**config.mk**
```make
export PLATFORM = sky130hd
export DESIGN_NAME = time_counter
export DESIGN_NICKNAME = d
export VERILOG_FILES = /design/src/rtl/time_counter_pkg.sv /design/src/rtl/bcd_mod_counter.sv /design/src/rtl/time_counter.sv
export SDC_FILE = /design/constraint.sdc
export NUM_CORES = 1
export LEC_CHECK = 0
export ABC_AREA = 1
export BUFFER_PORTS_ARGS = -buffer_cell sky130_fd_sc_hd__buf_2
export CELL_PAD_IN_SITES_DETAIL_PLACEMENT = 1
export CELL_PAD_IN_SITES_GLOBAL_PLACEMENT = 1
export CORE_MARGIN = 8
export CORE_UTILIZATION = 44
export DETAILED_ROUTE_END_ITERATION = 7
export GPL_TIMING_DRIVEN = 0
export PLACE_DENSITY = 0.85
export SYNTH_ARGS = -nofsm -noshare
export SYNTH_HDL_FRONTEND = slang
export SYNTH_SLANG_ARGS = --single-unit
```
**constraint.sdc**
```tcl
create_clock -name clock -period 3.34 [get_ports clock]
set_input_delay 0.334 -clock clock [delete_from_list [all_inputs] [get_ports clock]]
set_output_delay 0.334 -clock clock [all_outputs]
set_load 0.01 [all_outputs]
```
**src/rtl/time_counter_pkg.sv**
```systemverilog
// Shared constants and BCD helpers for the time-of-day counter.
// Limits are stored as plain integers; BCD encodings are derived where needed.
package time_counter_pkg;

  localparam int TICKS_PER_SEC_DEFAULT = 100;
  localparam int PRESC_W               = 10;

  localparam int SEC_MAX  = 59;
  localparam int MIN_MAX  = 59;
  localparam int HOUR_MAX = 23;

  // Two packed BCD digits, {tens, ones}.
  typedef logic [7:0] bcd2_t;

  function automatic bcd2_t to_bcd2(input int unsigned v);
    bcd2_t r;
    r[7:4] = 4'(v / 10);
    r[3:0] = 4'(v % 10);
    return r;
  endfunction

  function automatic logic is_bcd2(input bcd2_t v);
    return (v[7:4] <= 4'd9) && (v[3:0] <= 4'd9);
  endfunction

endpackage

```
**src/rtl/bcd_mod_counter.sv**
```systemverilog
// Two-digit BCD counter that wraps from modulus-1 to 00.
// carry flags the increment that performs the wrap, so counters can be chained.
module bcd_mod_counter
  import time_counter_pkg::*;
#(
  parameter int modulus = 60
) (
  input  logic       clock,
  input  logic       reset,
  input  logic       inc,
  output logic [7:0] value,
  output logic       carry
);

  localparam bcd2_t MAX_BCD = to_bcd2(modulus - 1);

  bcd2_t next_value;
  logic  in_range;

  // BCD ordering matches binary ordering, so a plain compare bounds the range.
  assign in_range = is_bcd2(value) && (value <= MAX_BCD);

  always_comb begin
    // NOTE: default first so every path assigns next_value; no latch is inferred.
    next_value = value;
    if (!in_range) begin
      next_value = '0;
    end else if (inc) begin
      if (value == MAX_BCD) begin
        next_value = '0;
      end else if (value[3:0] == 4'd9) begin
        next_value = {value[7:4] + 4'd1, 4'd0};
      end else begin
        next_value = {value[7:4], value[3:0] + 4'd1};
      end
    end
  end

  // NOTE: non-blocking assignment so every register samples pre-edge values.
  always_ff @(posedge clock) begin
    if (reset) begin
      value <= '0;
    end else begin
      value <= next_value;
    end
  end

  assign carry = inc & (value == MAX_BCD);

endmodule

```
**src/rtl/time_counter.sv**
```systemverilog
// HH:MM:SS BCD clock advanced by tick_in rising edges, with a set mode for
// manual minute/hour adjustment while run is low.
module time_counter
  import time_counter_pkg::*;
#(
  parameter int TICKS_PER_SEC = TICKS_PER_SEC_DEFAULT
) (
  input  logic       clock,
  input  logic       reset,
  input  logic       tick_in,
  input  logic       run,
  input  logic       inc_min,
  input  logic       inc_hour,
  output logic [7:0] sec_bcd,
  output logic [7:0] min_bcd,
  output logic [7:0] hour_bcd,
  output logic       sec_pulse
);

  localparam logic [PRESC_W-1:0] PRESC_LAST = PRESC_W'(TICKS_PER_SEC - 1);

  logic               tick_d, min_d, hour_d;
  logic               tick_edge, min_edge, hour_edge;
  logic [PRESC_W-1:0] presc;
  logic               sec_adv;
  logic               sec_carry, min_carry, hour_carry;
  logic               min_inc, hour_inc;

  // Delayed copies come out of reset high so a level already asserted
  // at reset release is not mistaken for a fresh edge.
  always_ff @(posedge clock) begin
    if (reset) begin
      tick_d <= 1'b1;
      min_d  <= 1'b1;
      hour_d <= 1'b1;
    end else begin
      tick_d <= tick_in;
      min_d  <= inc_min;
      hour_d <= inc_hour;
    end
  end

  assign tick_edge = tick_in  & ~tick_d;
  assign min_edge  = inc_min  & ~min_d;
  assign hour_edge = inc_hour & ~hour_d;

  assign sec_adv = run & tick_edge & (presc == PRESC_LAST);

  always_ff @(posedge clock) begin
    if (reset) begin
      presc <= '0;
    end else if (run && tick_edge) begin
      presc <= (presc == PRESC_LAST) ? '0 : presc + PRESC_W'(1);
    end
  end

  always_ff @(posedge clock) begin
    if (reset) begin
      sec_pulse <= 1'b0;
    end else begin
      sec_pulse <= sec_adv;
    end
  end

  // In set mode the buttons drive the counters directly and carries are cut.
  assign min_inc  = run ? sec_carry : min_edge;
  assign hour_inc = run ? min_carry : hour_edge;

  bcd_mod_counter #(.modulus(SEC_MAX + 1)) u_sec (
    .clock (clock),
    .reset (reset),
    .inc   (sec_adv),
    .value (sec_bcd),
    .carry (sec_carry)
  );

  bcd_mod_counter #(.modulus(MIN_MAX + 1)) u_min (
    .clock (clock),
    .reset (reset),
    .inc   (min_inc),
    .value (min_bcd),
    .carry (min_carry)
  );

  bcd_mod_counter #(.modulus(HOUR_MAX + 1)) u_hour (
    .clock (clock),
    .reset (reset),
    .inc   (hour_inc),
    .value (hour_bcd),
    .carry (hour_carry)
  );

  // The hour wrap goes nowhere; its only consequence is the return to 00.
  a_hour_wrap : assert property (@(posedge clock) disable iff (reset)
    hour_carry |=> (hour_bcd == 8'h00));

endmodule

```
==> results of run 1 <==
==> worst max-delay path, stage by stage, from the launching register on <==
cell     delay (ps)
dfxtp_1         340
inv_1           120
ha_1            160
inv_1            50
nor3_1          170
inv_1           140
nor3_4          240
nand2_8         100
nand2_8          90
nand2_1          60
a21oi_1         140
==> power by group <==
group	switching, mW	internal [mW]
clock network	0.174	0.166
logic	0.0233	0.0119
registers	0.00316	0.458
==> state kept, by name, summed over array words and instances (netlist names) <==
register	count
hour_d	1
presc	10
min_d	1
sec_pulse	1
u_hour.value	8
u_min.value	8
tick_d	1
u_sec.value	8
==> logic make-up after synthesis <==
kind of cell	Yosys count	synth area share (%)
compound gates	30	7.53
xor+xnor	8	3.48
fa+ha+maj	10	6.22
buf+inv	41	7.65
flops	38	37.8
other cells	1	0.187
simple gates	134	37.1
==> metrics by stage <==
| step | hold slack [ps] | std cells | setup WS [ps] |
|---|---|---|---|
| floorplan | 441 | 265 | 1820 |
| global placement | 489 | 347 | 1690 |
| detailed placement | 495 | 347 | 1690 |
| CTS | 246 | 355 | 1640 |
| global route | 245 | 355 | 1460 |
| finish | 251 | 355 | 1660 |
==> cell type report <==
cell class,count,area share [%]
sequential,38,32.6
buffer,1,0.161
multi-input combinational,186,47.5
timing repair buffer,30,6.44
clock inverter,2,0.536
inverter,40,6.44
clock buffer,6,3.54
tap,52,2.79
==> metal layers <==
metal	vias to the layer above	track usage, %
li1	911	-
met1	824	17.1
met2	25	24.4
met3	9	4.98
met4	0	4.87
met5	-	0
==> cells in the final DEF, fill, tap and decap left out, types with 4 or more instances in the layout <==
cell type  instances
ha_1              10
nor2_2             4
nor3_1            11
xor2_1             6
nand3_1           20
conb_1             4
nand2_1           35
nand4_1            6
buf_2             30
dfxtp_1           38
or2_2              6
nor2_1            29
clkbuf_8           6
o21ai_0           11
a21oi_1           15
nand2_2            5
inv_1             36
==> how the worst max path moves through the flow <==
stage,end,start,slack (ps),cells past startpoint
2_1_floorplan,u_hour.value[5],u_sec.value[4],1820,10
3_3_place_gp,u_hour.value[4],u_sec.value[5],1690,11
3_5_place_dp,u_min.value[2],u_sec.value[4],1690,10
4_1_cts,u_hour.value[3],u_min.value[4],1640,9
5_1_grt,u_hour.value[3],u_sec.value[5],1460,10
6_report,u_hour.value[0],u_min.value[5],1660,10
==> results_dict.tcl, run 1 <==
set metrics [dict create \
    hold_viol_final 0 \
    place_area_um2 2240 \
    cp.arrival_ps 1900 \
    syn_to_final_growth_pct 16.0 \
    initial_core_util_pct 45.9 \
    avgSynthCellArea_um2 7.67 \
    placementRows 24 \
    maxCapViolations 0 \
    fin_worst_skew_ps 7.49 \
    r2r_start "u_min.value[5]" \
    clk_latency_ps 290 \
    io_pins 31 \
    fmax_mhz 596 \
    clkSinkCount 38 \
    grt_usage_pct 14.7 \
    yosys_warnings 0 \
    cts_tree "built" \
    reg2regPathDepth 10 \
    grt_pass1_wl_um 8740 \
    wl_um 4880 \
    post-route-util_pct 53.2 \
    synth_common_cells "38 x dfxtp_1, 36 x inv_1, 35 x nand2_1, 29 x nor2_1, 20 x nand3_1" \
    layout-drive-gt1-share_pct 22.8 \
    cp_max_fo 7 \
    p_leak_nw 1.06 \
    cts-resized-gates 0 \
    fin_crit_sh_pct 50.2 \
    antenna_cells 0 \
    r2r_setup_slack_ps 1660 \
    min_path_cells 2 \
    die_y_um 83.6 \
    die-area_um2 6990 \
    grt-ovfl-total 0 \
    reg2reg_to "u_hour.value[0]" \
    clock_tree.root_cell "clkbuf_8" \
    ctsHoldBuffers 0 \
    tns_ps 0 \
    yosysMostFrequentCell "dfxtp_1" \
    dr_wl_met3_um 213 \
    synthFlopType "dfxtp_1" \
    irDropWorstVdd_mv 0.182 \
    totalPowerFinal_mw 0.837 \
    via_per_inst 4.98 \
    critPathLaunchType "flop" \
    multiInputGateArea_um2 1110 \
    fp.dieW_um 83.6 \
    min_from "inc_min" \
    powerDensity_nw_per_um2 359 \
    period_minus_slack_ps 1680 \
    core-area_um2 4380 \
    ff_latch_area_um2 761 \
    fin_area_um2 2330 \
    cts_setup_buffers 0 \
    wl_per_cell_um 13.8 \
    synthArstFlopShare_pct 0 \
    synth_seq_area_share_pct 37.8 \
    status "complete, no violations" \
    highest_layer "met4" \
    ys_types 31 \
    cts_buffer_depth 2 \
    first_pass_iters 4 \
    grt_max_degree 13 \
    drc 0 \
    ant_nets 0 \
    min_path_type "input port to flop" \
    path_class "flop to flop" \
    synthTopCellsByArea "dfxtp_1 38%, inv_1 6.7%, nand2_1 6.5%, ha_1 6.2%, nor2_1 5.4%" \
    holdPathEnd "min_d" \
    wl_met1_um 2200 \
    place.gp.congestion 0.796 \
    synth_top_area_share_pct 37.8 \
    synth_edf_count 0 \
    clkTransAtPathRegs_ps 80 \
    nets 318 \
    cts_htree_levels 2 \
    wl_met2_um 2390 \
    ys_seq_elements 38 \
    grt_pass1_vias 1892 \
    port_buffers 30 \
    drt-initial-drc-count 45 \
    slew_violations 0 \
    setup_viol 0 \
    end_kind "flop" \
    synth_cells 262 \
    cts_buffers 5 \
    dpl.hpwl_um 3780 \
    rsz0062_at_grt "false" \
    fillCellCount 572 \
    synth.cell_area_um2 2010 \
    route.vias.total 1769 \
    synth_area_leader_cell "dfxtp_1" \
    crit_required_ps 3560 \
    antenna_found_initial 0 \
]
Note: power is estimated with default switching activity, not from simulation.
==> run 2, diff against run 1 <==
--- a/config.mk
+++ b/config.mk
@@ -10,10 +10,10 @@
 export CELL_PAD_IN_SITES_DETAIL_PLACEMENT = 1
 export CELL_PAD_IN_SITES_GLOBAL_PLACEMENT = 1
 export CORE_MARGIN = 8
-export CORE_UTILIZATION = 44
+export CORE_UTILIZATION = 41
 export DETAILED_ROUTE_END_ITERATION = 7
 export GPL_TIMING_DRIVEN = 0
-export PLACE_DENSITY = 0.85
+export PLACE_DENSITY = 0.8
 export SYNTH_ARGS = -nofsm -noshare
 export SYNTH_HDL_FRONTEND = slang
 export SYNTH_SLANG_ARGS = --single-unit
==> constraint.sdc (replaced) <==
create_clock -name clock -period 1.6 [get_ports clock]
set_input_delay 0.16 -clock clock [delete_from_list [all_inputs] [get_ports clock]]
set_output_delay 0.16 -clock clock [all_outputs]
set_load 0.01 [all_outputs]
==> run 2 against run 1 <==
Maximum frequency rose by 9.0%; clock power rose by 100%; clock-buffer cell count rose by 1; critical path depth did not move; largest power group unchanged; highest routed layer unchanged; power rose by 110%; via count rose by 2.9%; clock skew fell by 0.59 ps; critical endpoint is now u_hour.value[3].
==> results_dict.tcl, run 2 (synthesized netlist as in run 1, its figures left out) <==
set metrics [dict create \
    status "complete, no violations" \
    p_seq_share_pct 55.2 \
    syn_to_final_growth_pct 25.6 \
    fmax_mhz 650 \
    largest-register "presc" \
    slowest_stage "dfxtp_2" \
    cp_cell_sequence "inv_2, ha_4, inv_1, nor3_2, inv_2, nor3_4, nand2_8, nand2_8, nand2_1, a21oi_2" \
    reg2reg_to "u_hour.value[3]" \
    place.gp.congestion 0.745 \
    layout_common_cells "35 x nand2_1, 31 x inv_1, 30 x dfxtp_1, 30 x buf_2, 28 x nor2_1" \
    cts_buffer_depth 2 \
    ant_nets 0 \
    cp_num_buf_inv 3 \
    grt_pass1_wl_um 8120 \
    reg2regPathDepth 10 \
    core-area_um2 4720 \
    slew_violations 0 \
    crit_required_ps 1820 \
    cp.arrival_ps 1760 \
    period_minus_slack_ps 1540 \
    fin_worst_skew_ps 6.90 \
    grt_max_degree 12 \
    clock_tree.root_cell "clkbuf_8" \
    comb_power_share_pct 4.8 \
    min_path_cells 2 \
    critPathLaunchType "flop" \
    clk_latency_ps 290 \
    placementRows 25 \
    via_per_inst 4.80 \
    tns_ps 0 \
    p_leak_nw 1.13 \
    dpl.hpwl_um 3470 \
    switching_share_pct 23.4 \
    place_area_um2 2260 \
    antenna_found_initial 0 \
    first_pass_iters 4 \
    die-area_um2 7400 \
    clkPwrFrac_pct 40.0 \
    nets 327 \
    critPathTopFamily "simple AND/OR/NAND/NOR gates" \
    port_buffers 30 \
    path_class "flop to flop" \
    p_int_mw 1.33 \
    die_y_um 86.0 \
    wl_per_cell_um 13.3 \
    hold_slack_ps 96.2 \
    final_common_cell "nand2_1" \
    cts_htree_levels 2 \
    fp.dieW_um 86.0 \
    fin_crit_sh_pct 96.2 \
    powerDensity_nw_per_um2 690 \
    fin_ws_ps 61.4 \
    grt_pass1_vias 1784 \
    largest_register_ff_count 10 \
    antenna_cells 0 \
    initial_core_util_pct 42.6 \
    cts_buffers 5 \
    fin_area_um2 2530 \
    drt-initial-drc-count 33 \
    cts_tree "built" \
    critPathMaxStageDelay_ps 330 \
    min_path_type "input port to flop" \
    route.vias.total 1821 \
    p_switching_mw 0.408 \
    setup_viol 0 \
    layout-drive-gt1-share_pct 32.7 \
    maxCapViolations 0 \
    rsz0062_at_grt "true" \
    grt-ovfl-total 0 \
    holdPathEnd "hour_d" \
    grt_usage_pct 13.5 \
    clkTransAtPathRegs_ps 80 \
    r2r_start "u_min.value[5]" \
    irDropWorstVdd_mv 0.336 \
    r2r_setup_slack_ps 60 \
    wl_um 5050 \
    pre_cts_ws_ps -73.7 \
    end_kind "flop" \
    hold_viol_final 0 \
    clkSinkCount 38 \
    io_pins 31 \
    min_from "inc_hour" \
    drc 0 \
    cp_max_fo 7 \
]
==> run 2: worst max-delay path by stage <==
stage,to,startpoint,slack [ps],cells past startpoint
final,u_hour.value[3],u_min.value[5],60,10
after CTS,u_min.value[2],u_sec.value[5],3,11
after detailed placement,u_min.value[2],u_sec.value[5],-70,11
after global placement,u_hour.value[4],u_sec.value[5],-70,11
after floorplan,u_hour.value[5],u_sec.value[4],80,10
after global routing,u_hour.value[3],u_min.value[5],-40,10
==> run 2: metal layers <==
metal / part of all wire (%) / GRT usage, % / vias to the layer above
met3: 4.0 / 3.63 / 11
met4: 1.8 / 5.10 / 0
met1: 44 / 15.6 / 846
met5: 0 / 0 / -
li1: - / - / 933
met2: 50 / 23.0 / 31
==> run 2: cell type report <==
type	count	area (µm²)
fillers	587	2200
clock buffers	7	86.3
multi-input cells	186	1190
clock inverters	1	5.00
flip-flops and latches	38	773
plain buffers	1	3.75
well taps	67	83.8
inverters	40	153
repair buffers	39	234
==> run 2: power groups by stage <==
| stage | clock network [mW] | registers, mW | logic [mW] |
|---|---|---|---|
| 3_5_place_dp | 0 | 0.985 | 0.0742 |
| 5_1_grt | 0.764 | 0.963 | 0.0922 |
| 4_1_cts | 0.717 | 0.963 | 0.0765 |
| 3_3_place_gp | 0 | 0.985 | 0.0722 |
| 6_report | 0.696 | 0.962 | 0.0839 |
| 2_1_floorplan | 0 | 0.987 | 0.0440 |
==> run 2: worst reg2reg max path: stages, from the launching register on <==
cell	delay, ps
dfxtp_2	330
inv_2	70
ha_4	120
inv_1	50
nor3_2	180
inv_2	80
nor3_4	210
nand2_8	100
nand2_8	100
nand2_1	90
a21oi_2	140
==> run 2: what timing repair did <==
action | 4_1_cts | 5_1_grt
pin swaps | 3 | 9
hold endpoints to repair | 0 | 0
gates resized for setup | 4 | 30
gates cloned | 0 | 0
hold buffers | 0 | 0
setup endpoints to repair | 10 | 18
buffers inserted | 4 | 5
==> run 2: metrics by stage <==
stage	cells	util (%)	power [mW]
after floorplan	265	-	1.03
after global placement	362	47.8	1.06
after detailed placement	362	47.8	1.06
after CTS	374	50.5	1.76
after global routing	379	53.5	1.82
final	379	53.5	1.74
